$ cat src/rtl/fortaegis_pkg.sv
// Shared types and default sizing for the Fortaegis histogram chain.
package fortaegis_pkg;

    localparam int unsigned HISTO_BIN_AW = 4;
    localparam int unsigned HISTO_CNT_W  = 16;

    typedef enum logic [2:0] {
        ST_IDLE,
        ST_ARMED,
        ST_READ,
        ST_DRAIN,
        ST_DONE
    } histo_rd_state_t;

    function automatic logic histo_rd_busy(input histo_rd_state_t s);
        return (s == ST_READ) || (s == ST_DRAIN) || (s == ST_DONE);
    endfunction

endpackage

$ cat src/rtl/histo_skid_buf.sv
// Two-entry valid/ready skid buffer with registered output; the caller
// guarantees it never pushes into a full buffer and uses `count` for credit.
module histo_skid_buf
    import fortaegis_pkg::*;
#(
    parameter int unsigned W = 1
) (
    input  logic         clk,
    input  logic         rst,
    input  logic         in_valid,
    input  logic [W-1:0] in_data,
    output logic         out_valid,
    input  logic         out_ready,
    output logic [W-1:0] out_data,
    output logic [1:0]   count
);

    logic [W-1:0] head;
    logic [W-1:0] tail;
    logic [1:0]   cnt;
    logic         pop;

    assign pop = (cnt != 2'd0) && out_ready;

    always_ff @(posedge clk or posedge rst) begin
        if (rst) begin
            head <= '0;
            tail <= '0;
            cnt  <= '0;
        end else begin
            case ({in_valid, pop})
                2'b10: begin
                    if (cnt == 2'd0) head <= in_data;
                    else             tail <= in_data;
                    cnt <= cnt + 2'd1;
                end
                2'b01: begin
                    head <= tail;
                    cnt  <= cnt - 2'd1;
                end
                2'b11: begin
                    // Simultaneous push/pop: the new entry lands behind any held one.
                    if (cnt == 2'd2) begin
                        head <= tail;
                        tail <= in_data;
                    end else begin
                        head <= in_data;
                    end
                end
                default: ;
            endcase
        end
    end

    assign out_valid = (cnt != 2'd0);
    assign out_data  = head;
    assign count     = cnt;

endmodule

$ cat src/rtl/histo_readout.sv
// Histogram bin readout: sweeps bin memory after collection ends and streams
// one beat per bin. Define HISTO_CLR_ON_READ_EN to clear each bin once read.
module histo_readout
    import fortaegis_pkg::*;
#(
    parameter int unsigned BIN_AW = HISTO_BIN_AW,
    parameter int unsigned CNT_W  = HISTO_CNT_W
) (
    input  logic                     clk350,
    input  logic                     rst,
    input  logic                     collect,
    output logic                     mem_rd_en,
    output logic [BIN_AW-1:0]        mem_rd_addr,
    input  logic [CNT_W-1:0]         mem_rd_data,
    output logic                     mem_wr_en,
    output logic [BIN_AW-1:0]        mem_wr_addr,
    output logic [CNT_W-1:0]         mem_wr_data,
    output logic                     out_valid,
    input  logic                     out_ready,
    output logic [BIN_AW-1:0]        out_bin,
    output logic [CNT_W-1:0]         out_cnt,
    output logic                     out_last,
    output logic [CNT_W+BIN_AW-1:0]  total,
    output logic [BIN_AW-1:0]        peak_bin,
    output logic                     busy,
    output logic                     done
);

    localparam int unsigned TOT_W = CNT_W + BIN_AW;
    localparam int unsigned PW    = BIN_AW + CNT_W + 1;
    localparam logic [BIN_AW-1:0] LAST_ADDR = '1;

    histo_rd_state_t state, state_nxt;

    logic              busy_i;
    logic              collect_g;
    logic              start;
    logic              issue;
    logic              pop;
    logic [2:0]        credit;
    logic [1:0]        occ;
    logic [BIN_AW-1:0] rd_addr;
    logic              rd_pend;
    logic [BIN_AW-1:0] rd_pend_addr;
    logic [TOT_W-1:0]  total_q;
    logic [BIN_AW-1:0] peak_bin_q;
    logic [CNT_W-1:0]  peak_val;
    logic [PW-1:0]     skid_in;
    logic [PW-1:0]     skid_out;

    assign busy_i    = histo_rd_busy(state);
    assign collect_g = collect & ~busy_i;
    assign start     = (state == ST_ARMED) && !collect_g;
    assign pop       = out_valid && out_ready;

    // Reads in flight plus buffered beats, minus the beat leaving this cycle,
    // must stay below the buffer depth so nothing is ever dropped.
    assign credit = {2'b00, rd_pend} + {1'b0, occ} - {2'b00, pop};
    assign issue  = (state == ST_READ) && (credit < 3'd2);

    always_ff @(posedge clk350 or posedge rst) begin
        if (rst) state <= ST_IDLE;
        else     state <= state_nxt;
    end

    always_comb begin
        state_nxt = state;
        case (state)
            ST_IDLE:  if (collect_g) state_nxt = ST_ARMED;
            ST_ARMED: if (!collect_g) state_nxt = ST_READ;
            ST_READ:  if (issue && (rd_addr == LAST_ADDR)) state_nxt = ST_DRAIN;
            ST_DRAIN: if (pop && out_last) state_nxt = ST_DONE;
            ST_DONE:  state_nxt = ST_IDLE;
            default:  state_nxt = ST_IDLE;
        endcase
    end

    always_ff @(posedge clk350 or posedge rst) begin
        if (rst) begin
            rd_addr      <= '0;
            rd_pend      <= 1'b0;
            rd_pend_addr <= '0;
        end else begin
            rd_pend <= issue;
            if (start) begin
                rd_addr <= '0;
            end else if (issue) begin
                rd_addr      <= rd_addr + BIN_AW'(1);
                rd_pend_addr <= rd_addr;
            end
        end
    end

    always_ff @(posedge clk350 or posedge rst) begin
        if (rst) begin
            total_q    <= '0;
            peak_bin_q <= '0;
            peak_val   <= '0;
        end else if (start) begin
            total_q    <= '0;
            peak_bin_q <= '0;
            peak_val   <= '0;
        end else if (rd_pend) begin
            total_q <= total_q + TOT_W'(mem_rd_data);
            if (mem_rd_data > peak_val) begin
                peak_val   <= mem_rd_data;
                peak_bin_q <= rd_pend_addr;
            end
        end
    end

    assign skid_in = {rd_pend_addr, mem_rd_data, rd_pend_addr == LAST_ADDR};

    histo_skid_buf #(
        .W (PW)
    ) u_skid (
        .clk       (clk350),
        .rst       (rst),
        .in_valid  (rd_pend),
        .in_data   (skid_in),
        .out_valid (out_valid),
        .out_ready (out_ready),
        .out_data  (skid_out),
        .count     (occ)
    );

    assign {out_bin, out_cnt, out_last} = skid_out;

    assign mem_rd_en   = issue;
    assign mem_rd_addr = rd_addr;
    assign mem_wr_addr = rd_pend_addr;
    assign mem_wr_data = '0;
`ifdef HISTO_CLR_ON_READ_EN
    assign mem_wr_en   = rd_pend;
`else
    assign mem_wr_en   = 1'b0;
`endif

    assign total    = total_q;
    assign peak_bin = peak_bin_q;
    assign busy     = busy_i;
    assign done     = (state == ST_DONE);

endmodule

$ cat config.mk
export PLATFORM = sky130hd
export DESIGN_NAME = histo_readout
export DESIGN_NICKNAME = d
export VERILOG_FILES = /design/src/rtl/fortaegis_pkg.sv /design/src/rtl/histo_skid_buf.sv /design/src/rtl/histo_readout.sv
export SDC_FILE = /design/constraint.sdc
export NUM_CORES = 1
export LEC_CHECK = 0
export CAP_MARGIN = 0
export CORE_MARGIN = 8
export CORE_UTILIZATION = 50
export CTS_BUF_LIST = sky130_fd_sc_hd__clkbuf_4 sky130_fd_sc_hd__clkbuf_8
export DETAILED_ROUTE_END_ITERATION = 16
export PLACE_DENSITY_LB_ADDON = 0.3
export SLEW_MARGIN = 5
export SYNTH_ARGS = -nofsm -noshare
export SYNTH_HDL_FRONTEND = slang
export SYNTH_SLANG_ARGS = --single-unit
$ cat constraint.sdc
create_clock -name clk350 -period 3.2 [get_ports clk350]
set_input_delay 0.64 -clock clk350 [delete_from_list [all_inputs] [get_ports clk350]]
set_output_delay 0.64 -clock clk350 [all_outputs]
set_load 0.03 [all_outputs]
==> flow_summary.ini <==
[pwr]
power.internal_uw = 3514
p_sw_frac = 0.4334
leakagePower_uw = 0.003029
p_clk_frac = 0.134
power_frac_seq = 0.321
switchingPower_uw = 2688
p_comb_frac = 0.545
vdd_drop_max_mv = 0.4292
p_per_area_nw_per_um2 = 935.1

[logic_synthesis]
synthXorXnorAreaFrac = 0.02254
synth_edf_count = 0
syn-cell-area_sq_um = 5440
seq_area_frac_synth = 0.4416
synth-adder-area-share = 0.08786
synth_cell_types = 63
muxShareOfSynthArea = 0.05382
synthArstFlopShare = 1.000
synth_top_family_by_area = compound AO/OA/AOI/OAI gates
ys.flop_type = dfrtp_1
synthCells = 566
synthSimpleGateAreaFrac = 0.1451
synth-seq-cells = 96
synth_compound_area_frac = 0.1750
ys_warn_count = 0
syn-mean-instance-area_sq_um = 9.612

[worst_setup_path]
crit_start = out_ready
critPathArrivalTime_ns = 2.46
worstRegToRegCells = 11
critical_path_class = input pin to primary output
start_kind = input pin
crit_fanout = 3
crit_end = mem_rd_en
end_kind = primary output
r2r_setup_slack_ns = 0.63
cp.required_ns = 2.56
reg2reg_to = state[0]$_DFFE_PP0P_
timing.rr.start = u_skid.count[1]$_DFFE_PP0P_

[global_routing]
grt.total_usage = 0.1844
antenna_found_initial = 0
grt_pass1_vias = 4413
grt_max_degree = 48
overflow = 0
grt_pass1_wl_microns = 21970

[detailed_routing]
dr.first_iter.drc_count = 336
wl_microns = 13070
dr.pass1.iters = 5
viasPerCell = 5.569
ant_nets = 0
post-route-drc-count = 0
avgRoutedWirePerCell_microns = 16.44
vias = 4427

[finish]
final_cell_mix = dfrtp_1 (96), nand2_1 (74), clkdlybuf4s50_1 (74)
layout_commonest_cell = dfrtp_1
fin_nets = 707
antenna_cells = 0
drive_gt1_frac = 0.1237
area_growth_pct = 21.90

[sta]
tns_ns = 0
rsz0062_at_grt = false
worst_clock_skew_ns = 0.009537
max_freq_mhz = 322.3
final_hold_viol_count = 0
setup_viol = 0
worst_pin_slew_ns = 0.7659
maxSlewHeadroom = 0.4894
period_needed_ns = 3.102
slew_violations = 0
hold_slack_ns = 0.4818
fin_crit_sh = 0.9695

[cts]
htreeDepth = 3
ctsLongestPathBuffers = 2
cts-root-buf = clkbuf_8
cts_tree = yes
postCtsHoldBufs = 0
cts_setup_buffers = 0
numCtsBuffers = 9
cts.sinks = 96
clkLatencyLatePin_ns = 0.36
clkTransAtPathRegs_ns = 0.09

[floorplan]
fp-row-count = 38
core_area_sq_um = 10750
die_area_sq_um = 14470
ios = 94
chipHeight_microns = 120.3
start_util = 0.5063
die_width_microns = 120.3

[outcome]
status = completed

[placed_design]
portBuffers = 76
dpl.hpwl_microns = 9665
place.gp.congestion = 1.003

[run]
drv_cap = 0

[min_path]
hp-class = flop to flop
## state kept, by name, indices dropped and copies added (netlist names)
| signal | count |
|---|---|
| mem_wr_addr | 4 |
| u_skid.tail | 21 |
| rd_pend | 1 |
| u_skid.count | 2 |
| peak_val | 16 |
| mem_rd_addr | 4 |
| u_skid.out_data | 21 |
| total | 20 |
| peak_bin | 4 |
| state | 3 |
## layer usage
layer | routed length [microns] | up-vias | global-route usage
li1 | - | 2162 | -
met1 | 6069 | 2118 | 0.2473
met2 | 5895 | 133 | 0.2927
met3 | 928 | 14 | 0.04103
met4 | 175 | 0 | 0.05621
met5 | 0 | - | 0
## how the worst min path moves through the flow
stage | start | endpoint | slack (ns) | cells after the start
finish | u_skid.out_data[1]$_DFFE_PP0P_ | u_skid.out_data[1]$_DFFE_PP0P_ | 0.48 | 2
global route | u_skid.out_data[18]$_DFFE_PP0P_ | u_skid.out_data[18]$_DFFE_PP0P_ | 0.51 | 2
CTS | u_skid.out_data[18]$_DFFE_PP0P_ | u_skid.out_data[18]$_DFFE_PP0P_ | 0.49 | 2
detailed placement | u_skid.out_data[18]$_DFFE_PP0P_ | u_skid.out_data[18]$_DFFE_PP0P_ | 0.47 | 2
global placement | u_skid.out_data[12]$_DFFE_PP0P_ | u_skid.out_data[12]$_DFFE_PP0P_ | 0.46 | 2
floorplan | u_skid.tail[0]$_DFFE_PP0P_ | u_skid.tail[0]$_DFFE_PP0P_ | 0.45 | 2
## Yosys cell counts, drive strengths merged, types with 3 or more instances
library cell,n,area share
dfrtp,96,0.44
nand2,75,0.053
o21ai,46,0.042
ha,35,0.080
buf,34,0.042
nand3,29,0.027
inv,28,0.021
nor2,25,0.018
a21oi,22,0.020
a22oi,22,0.030
mux2,18,0.037
o31ai,17,0.023
clkbuf,16,0.011
mux2i,9,0.017
xor2,9,0.014
o211ai,8,0.011
nand4,6,0.0069
xnor2,5,0.0080
a211oi,4,0.0064
a21boi,4,0.0055
a21o,4,0.0055
or2,4,0.0046
and2,3,0.0035
and3,3,0.0035
nor2b,3,0.0035
nor3,3,0.0028
o21a,3,0.0041
## power groups by stage
stage	Clock, uW	Sequential [uW]	Combinational [uW]
floorplan	0	2360	1940
global placement	0	1990	3270
detailed placement	0	2010	3360
CTS	840	1990	3390
global route	889	2050	3730
finish	831	1990	3380
## cell families (layout without fill, tap and decap cells)
family / Yosys count / count (layout)
other: 1 / 17
AOI/OAI and AO/OA: 146 / 146
and+or+nand+nor: 167 / 167
buffers and inverters: 78 / 151
DFF: 96 / 96
adders and majority gates: 37 / 37
muxes: 27 / 27
xor gates and xnor gates: 14 / 14
## repair_timing
action,CTS,global route
endpoints found under the setup margin,1,0
resized for setup,6,0
endpoints found under the hold margin,0,0
## critical path: stages
cell and delay, ns:
dlygate4sd2_1 0.25, buf_4 0.14, nor2b_1 0.12, o21ai_1 0.10, fa_2 0.52, or4b_4 0.50, inv_8 0.07, buf_6 0.12
## metrics by stage
stage,power [uW],setup WS [ns],std cells,area (sq um),util
6_report,6201,0.09751,795,6631,0.6171
5_1_grt,6669,0.04373,795,6631,0.6171
4_1_cts,6218,0.1293,795,6631,0.6171
3_5_place_dp,5366,-0.3008,779,6415,0.5970
3_3_place_gp,5253,-0.2572,779,6415,0.5970
2_1_floorplan,4302,0.05463,582,5500,-
## final cells by class
cell class	count	area, sq um
Clock buffer	12	152.6
Clock inverter	4	52.55
Fill cell	935	4114
Inverter	28	113.9
Multi-Input combinational cell	408	2716
Sequential cell	96	2402
Tap cell	140	175.2
Timing Repair Buffer	107	1018
Note: power is estimated with default switching activity, not from simulation.
==> edit (config.mk and constraints unchanged) <==
Change the package constant `HISTO_CNT_W` from 16 to 14.
--- a/src/rtl/fortaegis_pkg.sv
+++ b/src/rtl/fortaegis_pkg.sv
@@ -2,7 +2,7 @@
 package fortaegis_pkg;
 
     localparam int unsigned HISTO_BIN_AW = 4;
-    localparam int unsigned HISTO_CNT_W  = 16;
+    localparam int unsigned HISTO_CNT_W  = 14;
 
     typedef enum logic [2:0] {
         ST_IDLE,
Interface: changed (resized mem_rd_data, mem_wr_data, out_cnt and total); port bits go from 94 to 86. The function was not compared with the original's and may differ.
==> edit against the unedited design <==
Via count decreased by 9.0%; area after synthesis decreased by 9.2%; cell area decreased by 9.6%; sequential cell count decreased by 8; combinational power decreased by 6.5%; routed wire length decreased by 11%; worst setup slack got worse by 40 ps; total power decreased by 6.3%; critical path type unchanged; largest cell class unchanged.
==> edit: results (changes against the unedited design) <==
- Seq pwr: 0.00193 W (-3%)
- Detailed Route Iter0 Violations: 211 (-37%)
- CTS resizes: 5 (-1)
- GRT Resource Usage Total: 18.1% (-0.34 points)
- Combinational Power: 0.00316 W (-6.5%)
- Final nets: 634 (-10%)
- Met2 usage: 28.1% (-1.1 points)
- Drt total wl: 11.7 mm (-11%)
- Ys Warns: 0 (unchanged)
- Delay-heaviest family, CP: simple AND/OR/NAND/NOR gates
- Commonest cells in the netlist: 88 x dfrtp_1, 60 x nand2_1, 36 x o21ai_0, 34 x nand3_1, 31 x ha_1
- Post-synthesis sequential area ratio: 44.6% (+0.42 points)
- Largest net degree at the start of global routing: 56 (+17%)
- Worst slew margin: 56.1% (+7.2 points)
- Distinct cells, synth: 56 (-11%)
- Slowest stage delay, CP: 520 ps (about the same)
- Number of global-route vias before repair: 3,908 (-11%)
- Worst-skew pair later-pin latency: 360 ps (about the same)
- Clk buf depth: 2 (unchanged)
- Placed cell area: 5800 um^2 (-9.5%)
- Proportion of layout cells with a drive suffix above 1: 12.4% (+0.070 points)
- Clock-pin slew on the worst setup and hold paths: 80 ps
- Routability Congestion: 0.868 (-13%)
- Wire per inst: 16.2 um (-1.5%)
- Cells after DPL: 705 (-9.5%)
- Via count: 4,027 (-9.0%)
- First-pass GRT wire length: 19.1 mm (-13%)
- Cells after Synth: 511 (-9.7%)
- P_clk: 0.000720 W (-13%)
- Root Buffer: clkbuf_8
- Drt pass-1 iters: 5 (unchanged)
- Met1 usage: 23.6% (-1.2 points)
- Pre-CTS worst setup slack: -270 ps (+30.8 ps)
- Setup Skew: 7.36 ps (-2.18 ps)
- Static Leak: 2.69 nW (-11%)
- Area contributors post-synth: dfrtp_1 45%, ha_1 7.9%, nand2_1 4.6%, mux2_2 4.1%, o21ai_0 3.6%
- Worst path arrival time: 2500 ps (+40 ps)
- HPWL after DPL: 8.49 mm (-12%)
- Status: finished clean
- M3 GR Usage: 5.04% (+0.94 points)
- Post-CTS Setup Inserts: 0 (unchanged)
- Crit-path max FO: 4 (+1)
- Port Buffer Count: 70 (-7.9%)
- H-tree level count: 3 (unchanged)
- Post-synth ARST share: 100% (unchanged)
- VDD IR max: 469 uV (+9.3%)
- Switch Pwr: 0.00255 W (-4.9%)
- Crit-path slowest cell: or4b_4
[edit: worst paths after layout]
check | from | end | slack [ps] | depth (start not counted)
worst max register to register | u_skid.count[0]$_DFFE_PP0P_ | mem_rd_addr[3]$_DFFE_PP0P_ | 700 | 10
worst min register to register | u_skid.out_data[16]$_DFFE_PP0P_ | u_skid.out_data[16]$_DFFE_PP0P_ | 480 | 2
worst min-delay path | u_skid.out_data[16]$_DFFE_PP0P_ | u_skid.out_data[16]$_DFFE_PP0P_ | 480 | 2
worst max-delay path | out_ready | mem_rd_en | 60 | 9
min in group asynchronous | rst | u_skid.tail[2]$_DFFE_PP0P_ | 660 | 2
max in group asynchronous | rst | u_skid.count[1]$_DFFE_PP0P_ | 1850 | 3
[edit: cell families (layout without fill, tap and decap cells)]
kind of cell / Yosys count / after routing / share of synthesized area (%)
simple gates: 147 / 147 / 14.0
fa+ha+maj: 33 / 33 / 8.66
flops: 88 / 88 / 44.6
buf+inv: 69 / 131 / 7.04
other cells: 1 / 15 / 0.0759
mux: 25 / 25 / 5.52
xor+xnor: 9 / 9 / 1.60
compound gates: 139 / 139 / 18.5
[edit: layout make-up]
| cell class | count | area [um^2] |
|---|---|---|
| Fill cell | 831 | 3690 |
| Inverter | 25 | 100 |
| Timing Repair Buffer | 91 | 883 |
| Clock buffer | 12 | 159 |
| Sequential cell | 88 | 2200 |
| Multi-Input combinational cell | 368 | 2470 |
| Tap cell | 133 | 166 |
| Clock inverter | 3 | 17.5 |
[edit: per-layer routing]
metal | up-vias | part of all wire [%]
met5 | - | 0
met4 | 0 | 1.5
met3 | 15 | 6.8
met2 | 107 | 46
met1 | 1946 | 46
li1 | 1959 | -
